[src/rtl/data_decrypt.sv]
// Self-synchronising descrambler (d = c ^ c[n-3] ^ c[n-5]) with sync-word hunt
// and MSB-first word deserialiser for the receive path of data_encrypt.
module data_decrypt #(
    parameter int unsigned       WORD_W    = 8,
    parameter logic [WORD_W-1:0] SYNC_WORD = WORD_W'('hA5)
) (
    input  logic              i_clk,
    input  logic              i_rst_n,
    input  logic              i_code,
    input  logic              i_valid,
    input  logic              i_resync,
    output logic              o_bit,
    output logic              o_bit_valid,
    output logic [WORD_W-1:0] o_data,
    output logic              o_valid,
    output logic              o_locked,
    output logic              o_sync_found
);

    localparam int unsigned HIST_W = 5;
    localparam int unsigned FILL_W = 3;
    localparam int unsigned HCNT_W = $clog2(WORD_W + 1);
    localparam int unsigned BCNT_W = $clog2(WORD_W);

    typedef enum logic [1:0] {
        ST_FILL,
        ST_HUNT,
        ST_LOCKED
    } state_t;

    state_t              state_q;
    state_t              state_d;
    logic [HIST_W-1:0]   hist_q;
    logic [FILL_W-1:0]   fill_cnt_q;
    logic [HCNT_W-1:0]   hunt_cnt_q;
    logic [BCNT_W-1:0]   bit_cnt_q;
    logic [WORD_W-1:0]   win_q;
    logic [WORD_W-1:0]   word_q;

    logic                d_c;
    logic [WORD_W-1:0]   win_next_c;
    logic                resync_c;
    logic                match_c;
    logic                word_done_c;

    // Next-state and framing decisions for the current accepted bit
    always_comb begin
        state_d     = state_q;
        d_c         = i_code ^ hist_q[2] ^ hist_q[4];
        win_next_c  = {win_q[WORD_W-2:0], d_c};
        resync_c    = i_resync && (state_q != ST_FILL);
        match_c     = 1'b0;
        word_done_c = 1'b0;
        case (state_q)
            ST_FILL: begin
                if (i_valid && (fill_cnt_q == FILL_W'(HIST_W - 1))) begin
                    state_d = ST_HUNT;
                end
            end
            ST_HUNT: begin
                if (resync_c) begin
                    state_d = ST_HUNT;
                end else if (i_valid && (hunt_cnt_q >= HCNT_W'(WORD_W - 1)) &&
                             (win_next_c == SYNC_WORD)) begin
                    match_c = 1'b1;
                    state_d = ST_LOCKED;
                end
            end
            ST_LOCKED: begin
                if (resync_c) begin
                    state_d = ST_HUNT;
                end else if (i_valid && (bit_cnt_q == BCNT_W'(WORD_W - 1))) begin
                    word_done_c = 1'b1;
                end
            end
            default: state_d = ST_FILL;
        endcase
    end

    always_ff @(posedge i_clk or negedge i_rst_n) begin
        if (!i_rst_n) begin
            state_q <= ST_FILL;
        end else begin
            state_q <= state_d;
        end
    end

    // Descrambler history, counters, window, word assembly and registered outputs
    always_ff @(posedge i_clk or negedge i_rst_n) begin
        if (!i_rst_n) begin
            hist_q       <= '0;
            fill_cnt_q   <= '0;
            hunt_cnt_q   <= '0;
            bit_cnt_q    <= '0;
            win_q        <= '0;
            word_q       <= '0;
            o_bit        <= 1'b0;
            o_bit_valid  <= 1'b0;
            o_data       <= '0;
            o_valid      <= 1'b0;
            o_locked     <= 1'b0;
            o_sync_found <= 1'b0;
        end else begin
            o_valid      <= word_done_c;
            o_sync_found <= match_c;
            o_locked     <= (state_d == ST_LOCKED);
            if (i_valid) begin
                hist_q      <= {hist_q[HIST_W-2:0], i_code};
                o_bit       <= d_c;
                o_bit_valid <= (state_q != ST_FILL);
            end
            if (word_done_c) begin
                o_data <= {word_q[WORD_W-2:0], d_c};
            end
            // A resync drops all framing; the history keeps tracking the line
            if (resync_c) begin
                win_q      <= '0;
                hunt_cnt_q <= '0;
                bit_cnt_q  <= '0;
                word_q     <= '0;
            end else if (i_valid) begin
                case (state_q)
                    ST_FILL: fill_cnt_q <= fill_cnt_q + FILL_W'(1);
                    ST_HUNT: begin
                        win_q <= win_next_c;
                        if (hunt_cnt_q != HCNT_W'(WORD_W)) begin
                            hunt_cnt_q <= hunt_cnt_q + HCNT_W'(1);
                        end
                        if (match_c) begin
                            bit_cnt_q <= '0;
                        end
                    end
                    ST_LOCKED: begin
                        word_q    <= {word_q[WORD_W-2:0], d_c};
                        bit_cnt_q <= word_done_c ? '0 : bit_cnt_q + BCNT_W'(1);
                    end
                    default: ;
                endcase
            end
        end
    end

endmodule

[config.mk]
export PLATFORM = sky130hd
export DESIGN_NAME = data_decrypt
export DESIGN_NICKNAME = d
export VERILOG_FILES = /design/src/rtl/data_decrypt.sv
export SDC_FILE = /design/constraint.sdc
export NUM_CORES = 1
export LEC_CHECK = 0
export CAP_MARGIN = 10
export CORE_MARGIN = 2
export CORE_UTILIZATION = 30
export CTS_CLUSTER_DIAMETER = 80
export CTS_CLUSTER_SIZE = 10
export DETAILED_ROUTE_END_ITERATION = 6
export GPL_ROUTABILITY_DRIVEN = 0
export MAX_ROUTING_LAYER = met4
export SLEW_MARGIN = 30
export SYNTH_ARGS = -nofsm -noshare
export SYNTH_HDL_FRONTEND = slang
export SYNTH_SLANG_ARGS = --single-unit
[constraint.sdc]
create_clock -name i_clk -period 2.3 [get_ports i_clk]
set_clock_uncertainty 0.2 [all_clocks]
set_input_delay 0.46 -clock i_clk [delete_from_list [all_inputs] [get_ports i_clk]]
set_output_delay 0.46 -clock i_clk [all_outputs]
set_load 0.02 [all_outputs]
# After elaboration in Yosys (flattened, before gate mapping)
# Cells that the tools add are included.
# Widths: inputs -> output; s select.
[totals] mem_bits_rw=0 latchBits=0 memories=0 out_inout_bits=13 reg_bits=44 inputBits=5 elab_cells=71 rom_bits=0
[op_classes] n_div=0 n_lt_le_gt_ge=1 bitwise_logic=3 addsub=3 n_mux=26 n_mul=0 reduce_logical=17 n_eq_ne=8 n_shift=0
[op_table] cell="$mux 7" n=6
[op_table] cell="$mux 4" n=4
[op_table] cell="$mux 3" n=4
[op_table] cell="$reduce_bool 2->1" n=5
[op_table] cell="$reduce_and 3->1" n=3
[op_table] cell="$eq 8x8->1 const B" n=1
[op_table] cell="$mux 2" n=4
[op_table] cell="$add 3x1->3 const B" n=2
[op_table] cell="$eq 3x3->1 const B" n=2
[op_table] cell="$mux 1" n=6
[op_table] cell="$pmux 2 s3" n=1
[op_table] cell="$pmux 3 s2" n=1
[op_table] cell="$logic_and 1x1->1" n=5
[op_table] cell="$add 4x1->4 const B" n=1
[op_table] cell="$eq 2x2->1 const B" n=2
[op_table] cell="$ge 4x3->1 const B" n=1
[op_table] cell="$ne 4x4->1 const B" n=1
[op_table] cell="$reduce_and 2->1" n=2
[op_table] cell="$ne 3x3->1 const B" n=1
[op_table] cell="$reduce_bool 3->1" n=1
[op_table] cell="$eq 2x1->1 const B" n=1
[op_table] cell="$logic_not 2->1" n=1
[op_table] cell="$xor 1x1->1" n=2
[op_table] cell="$not 1->1" n=1

# Longest topological paths before layout
[logic_depth] word_depth=11 depth_mapped=6 mapped_depth_nobuf=6

# Least setup slack after synthesis
# No wires, ideal clock.
[synth_path] path_kind="in2reg" from="input i_code" to="register bit_cnt_q[1]" n_path_buf=0 setup_slack_ns=0.403 cell_stages=4 arrival_time_ns=1.570 setup_ns=0.128 path_cell_list="xor3_1 and4b_1 a2bb2oi_2 mux2_1"
[synth_between] elab_chain_len=9
[synth_rtl] element="from (decl)" line="9" text="input logic i_code,"
[synth_rtl] element="$xor 1x1->1 (2 in series)" line="49" text="d_c = i_code ^ hist_q[2] ^ hist_q[4];"
[synth_rtl] element="$eq 8x8->1" line="64" text="(win_next_c == SYNC_WORD)) begin"
[synth_rtl] element="$logic_and 1x1->1" line="63" text="end else if (i_valid && (hunt_cnt_q >= HCNT_W'(WORD_W - 1)) &&"
[synth_rtl] element="$mux 1" line="63"
[synth_rtl] element="$mux 1" line="61" text="if (resync_c) begin"
[synth_rtl] element="$mux 1" line="54" text="case (state_q)"
[synth_rtl] element="$ne 3x3->1 (no line)"
[synth_rtl] element="$reduce_and 3->1 (no line)"
[synth_rtl] element="to (signal assigned)" line="135" text="bit_cnt_q <= word_done_c ? '0 : bit_cnt_q + BCNT_W'(1);"
[synth_rtl] element="to (decl)" line="36" text="logic [BCNT_W-1:0] bit_cnt_q;"
# Every way passes these cells.
# A chain may end at the register's enable or synchronous reset.

# Final worst setup path
[layout_path] from="input i_valid" to="register bit_cnt_q[1]"
[layout_between] elab_chain_len=8 elab_cells_between_ends=16 classes_between="eq/ne (1); mux (10); reduce/logical (5)"
[layout_rtl] element="from (decl)" line="10" text="input logic i_valid,"
[layout_rtl] element="$logic_and 1x1->1" line="72" text="end else if (i_valid && (bit_cnt_q == BCNT_W'(WORD_W - 1))) begin"
[layout_rtl] element="$mux 1" line="72"
[layout_rtl] element="$mux 1" line="70" text="if (resync_c) begin"
[layout_rtl] element="$mux 1" line="54"
[layout_rtl] element="$mux 3" line="135"
[layout_rtl] element="$pmux 3 s2" line="122" text="case (state_q)"
[layout_rtl] element="$mux 3" line="121" text="end else if (i_valid) begin"
[layout_rtl] element="$mux 3" line="116" text="if (resync_c) begin"
# Several ways; a longest one is shown, not always the timed one. The select of a mux whose other input is x is not followed.

==> summary.md <==
| Metric | Value |
|---|---|
| Period Utilization, post-route | 91.2% |
| YS warnings | 0 |
| Setup CP Type | input port to flop |
| Total GRT Usage | 11.2% |
| Fin. Hold Viols | 0 |
| Initial Utilization | 31.1% |
| CTS max path bufs | 2 |
| N_diodes | 0 |
| HPWL after DPL | 2440 um |
| Dpl cells | 272 |
| Mapped Area | 0.00197 mm^2 |
| DRT Pass-1 Iters | 4 |
| Sink Count | 44 |
| Drt drc | 0 |
| Mean Syn Cell Area | 11.7 um^2 |
| Setup crit end kind | flop |
| CP cell instances | clkdlybuf4s50_1, or4b_1, nor3_2, a2bb2oi_2, mux2_1 |
| Max-slew violations | 0 |
| Unique masters post-synth | 37 |
| Minimum clock period | 2100 ps |
| CTS H-tree lvls | 2 |
| #FFs+latches synth | 44 |
| Design area | 0.00243 mm^2 |
| Routed Wire Length | 3530 um |
| Max Fanout on Critical Path | 3 |
| Placeable Area | 0.00635 mm^2 |
| Sequential area share after synthesis | 55.8% |
| Worst Path Required | 2280 ps |
| Synth Flop Type | dfrtp_1 |
| Setup violators final | 0 |
| Achievable Freq | 477 MHz |
| Congestion Overflow GR | 0 |
| CTS root buf | clkbuf_8 |
| Row count | 29 |
| Startpoint type of the worst setup path | input port |
| RSZ-0062 raised after global routing | no |
| Area grow syn2layout | 23.4% |
| Worst slew pin tran | 473 ps |
| Cell family with most CP delay | simple AND/OR/NAND/NOR gates |
| TritonCTS clock tree | done |
| IO Count | 18 |
| Clk_lat worst skew | 300 ps |
| Power Density | 845 mW/mm^2 |
| IO Port Bufs | 17 |
| Hold Crit Class | flop to flop |
| Crit-path slowest cell | clkdlybuf4s50_1 |
| Fin Setup TNS | 0 ps |
| Pin count of the biggest net entering global routing | 45 |
| Peak supply drop | 0.000339 V |
| Placed cell areas | 0.00235 mm^2 |
| Initial antenna violation count | 0 |
| WP data arrival | 2080 ps |
| Die span in x | 85.1 um |
| Post-route ant nets | 0 |
| WP buf/inv | 1 |
| Max stage delay on crit path | 510 ps |
| Number of synthesized flops with an enable pin | 0 |
| Post-CTS sizing | 0 |
| Final non-filler cell total | 280 |
| Total Die Area | 0.00724 mm^2 |
| Nets | 214 |
| Fillers | 607 |
| Place WS | -123 ps |
| Vias in the first global route | 1328 |
| LEAKAGE | 1.14 nW |
| Synthesized Nets | 180 |
| Via Count | 1333 |
| Clk pin slew, worst setup/hold paths | 80 ps |
| # Max-Cap Violations | 0 |
| Synthesized netlist cell count | 169 |
| Final WS setup | 202 ps |
| WL/cell | 12.6 um |
| Die Height | 85.1 um |
| Share of layout cells above drive strength 1 | 20.2% |
| CTS buffer count | 5 |
| First-pass GRT wire length | 6270 um |
| Outcome | finished clean |
| DRT iter0 DRCs | 57 |
| DR vias/cell | 4.76 |
| Hold WS | 275 ps |
| Ys async rst share | 100% |
| Relative slew slack | 68.5% |
-- layout by cell type, fill, tap and decap left out, types with 2 or more instances in the layout --
master | Yosys | final
dfrtp_1 | 44 | 44
a21oi_1 | 10 | 10
buf_4 | 0 | 13
o21ai_0 | 12 | 12
mux2_2 | 15 | 15
mux2_1 | 2 | 2
ha_1 | 6 | 6
nor2_1 | 9 | 9
clkbuf_8 | 0 | 5
nor2b_1 | 9 | 9
xnor2_1 | 2 | 2
clkdlybuf4s50_1 | 0 | 16
nand2_1 | 14 | 14
inv_1 | 6 | 6
nor3_1 | 2 | 2
nand3_1 | 2 | 2
and3_1 | 2 | 2
buf_12 | 0 | 2
a22o_1 | 8 | 8
-- cells in the mapped netlist (2+ instances only) --
library cell / instances / area, um^2
a21oi_1: 10 / 50.1
a22o_1: 8 / 70.1
and3_1: 2 / 12.5
buf_2: 2 / 10.0
clkbuf_1: 4 / 15.0
dfrtp_1: 44 / 1100
ha_1: 6 / 75.1
inv_1: 6 / 22.5
mux2_1: 2 / 22.5
mux2_2: 15 / 169
nand2_1: 14 / 52.6
nand3_1: 2 / 10.0
nor2_1: 9 / 33.8
nor2b_1: 9 / 56.3
nor3_1: 2 / 10.0
o21ai_0: 12 / 60.1
xnor2_1: 2 / 17.5
-- layout make-up --
type                            instances  area (um^2)  area share, %
Sequential cell                        44         1100           45.2
Multi-Input combinational cell        113          823           33.8
Timing Repair Buffer                   33          313           12.9
Tap cell                               77         96.3           3.96
Clock buffer                            6         72.6           2.98
Inverter                                6         22.5          0.925
Clock inverter                          1         5.00          0.206
-- power by group --
| part | internal (W) | switching, W | total (W) | leakage, nW |
|---|---|---|---|---|
| registers | 0.000907 | 0.000133 | 0.00104 | 0.581 |
| clock network | 0.000207 | 0.000246 | 0.000453 | 0.0410 |
| logic | 0.000292 | 0.000271 | 0.000562 | 0.515 |
| total | 0.00141 | 0.000651 | 0.00206 | 1.14 |
-- kinds of logic (layout without fill, tap and decap cells) --
group | after synthesis | in the layout | share of synthesized area (%)
AND/OR/NAND/NOR | 48 | 48 | 12.9
multiplexers | 18 | 18 | 10.2
adder cells (fa/ha/maj) | 6 | 6 | 3.81
flip-flops | 44 | 44 | 55.8
buffers and inverters | 12 | 46 | 2.41
AO/OA/AOI/OAI | 37 | 37 | 12.3
XOR/XNOR | 4 | 4 | 2.54
-- flip-flops by register name, summed over array words and instances, names as in the netlist --
register and flops:
o_locked 1, o_valid 1, o_sync_found 1, win_q 7
hunt_cnt_q 4, fill_cnt_q 3, o_data 8, o_bit_valid 1
o_bit 1, bit_cnt_q 3, word_q 7, hist_q 5
state_q 2
-- routing by layer --
layer | vias up | track usage [%] | share of wire [%]
li1 | 655 | - | -
met1 | 652 | 15.4 | 51
met2 | 20 | 16.2 | 44
met3 | 6 | 3.50 | 4.2
met4 | 0 | 3.03 | 1.3
met5 | - | - | 0
-- per-stage QoR --
stage          total power (W)  utilization (%)
2_1_floorplan          0.00140                -
3_3_place_gp           0.00160             36.9
3_5_place_dp           0.00162             36.9
4_1_cts                0.00208             38.3
5_1_grt                0.00220             38.3
6_report               0.00206             38.3
-- final timing paths --
kind / slack, ps / depth (start not counted) / end / from
min in group asynchronous: 460 / 3 / hist_q[4]$_DFFE_PN0P_ / i_rst_n
max in group asynchronous: 1220 / 3 / word_q[0]$_DFFE_PN0P_ / i_rst_n
max reg2reg: 350 / 4 / bit_cnt_q[1]$_DFFE_PN0P_ / state_q[0]$_DFF_PN0_
min reg2reg: 270 / 1 / fill_cnt_q[2]$_DFFE_PN0P_ / fill_cnt_q[2]$_DFFE_PN0P_
max: 200 / 5 / bit_cnt_q[1]$_DFFE_PN0P_ / i_valid
min: 270 / 1 / fill_cnt_q[2]$_DFFE_PN0P_ / fill_cnt_q[2]$_DFFE_PN0P_
-- repair_timing --
action / in CTS / in global routing
hold endpoints to repair: 44 / 0
setup buffers: 0 / 0
setup endpoints to repair: 0 / 0
hold buffers: 1 / 0
Power figures use the tool's default switching activity.
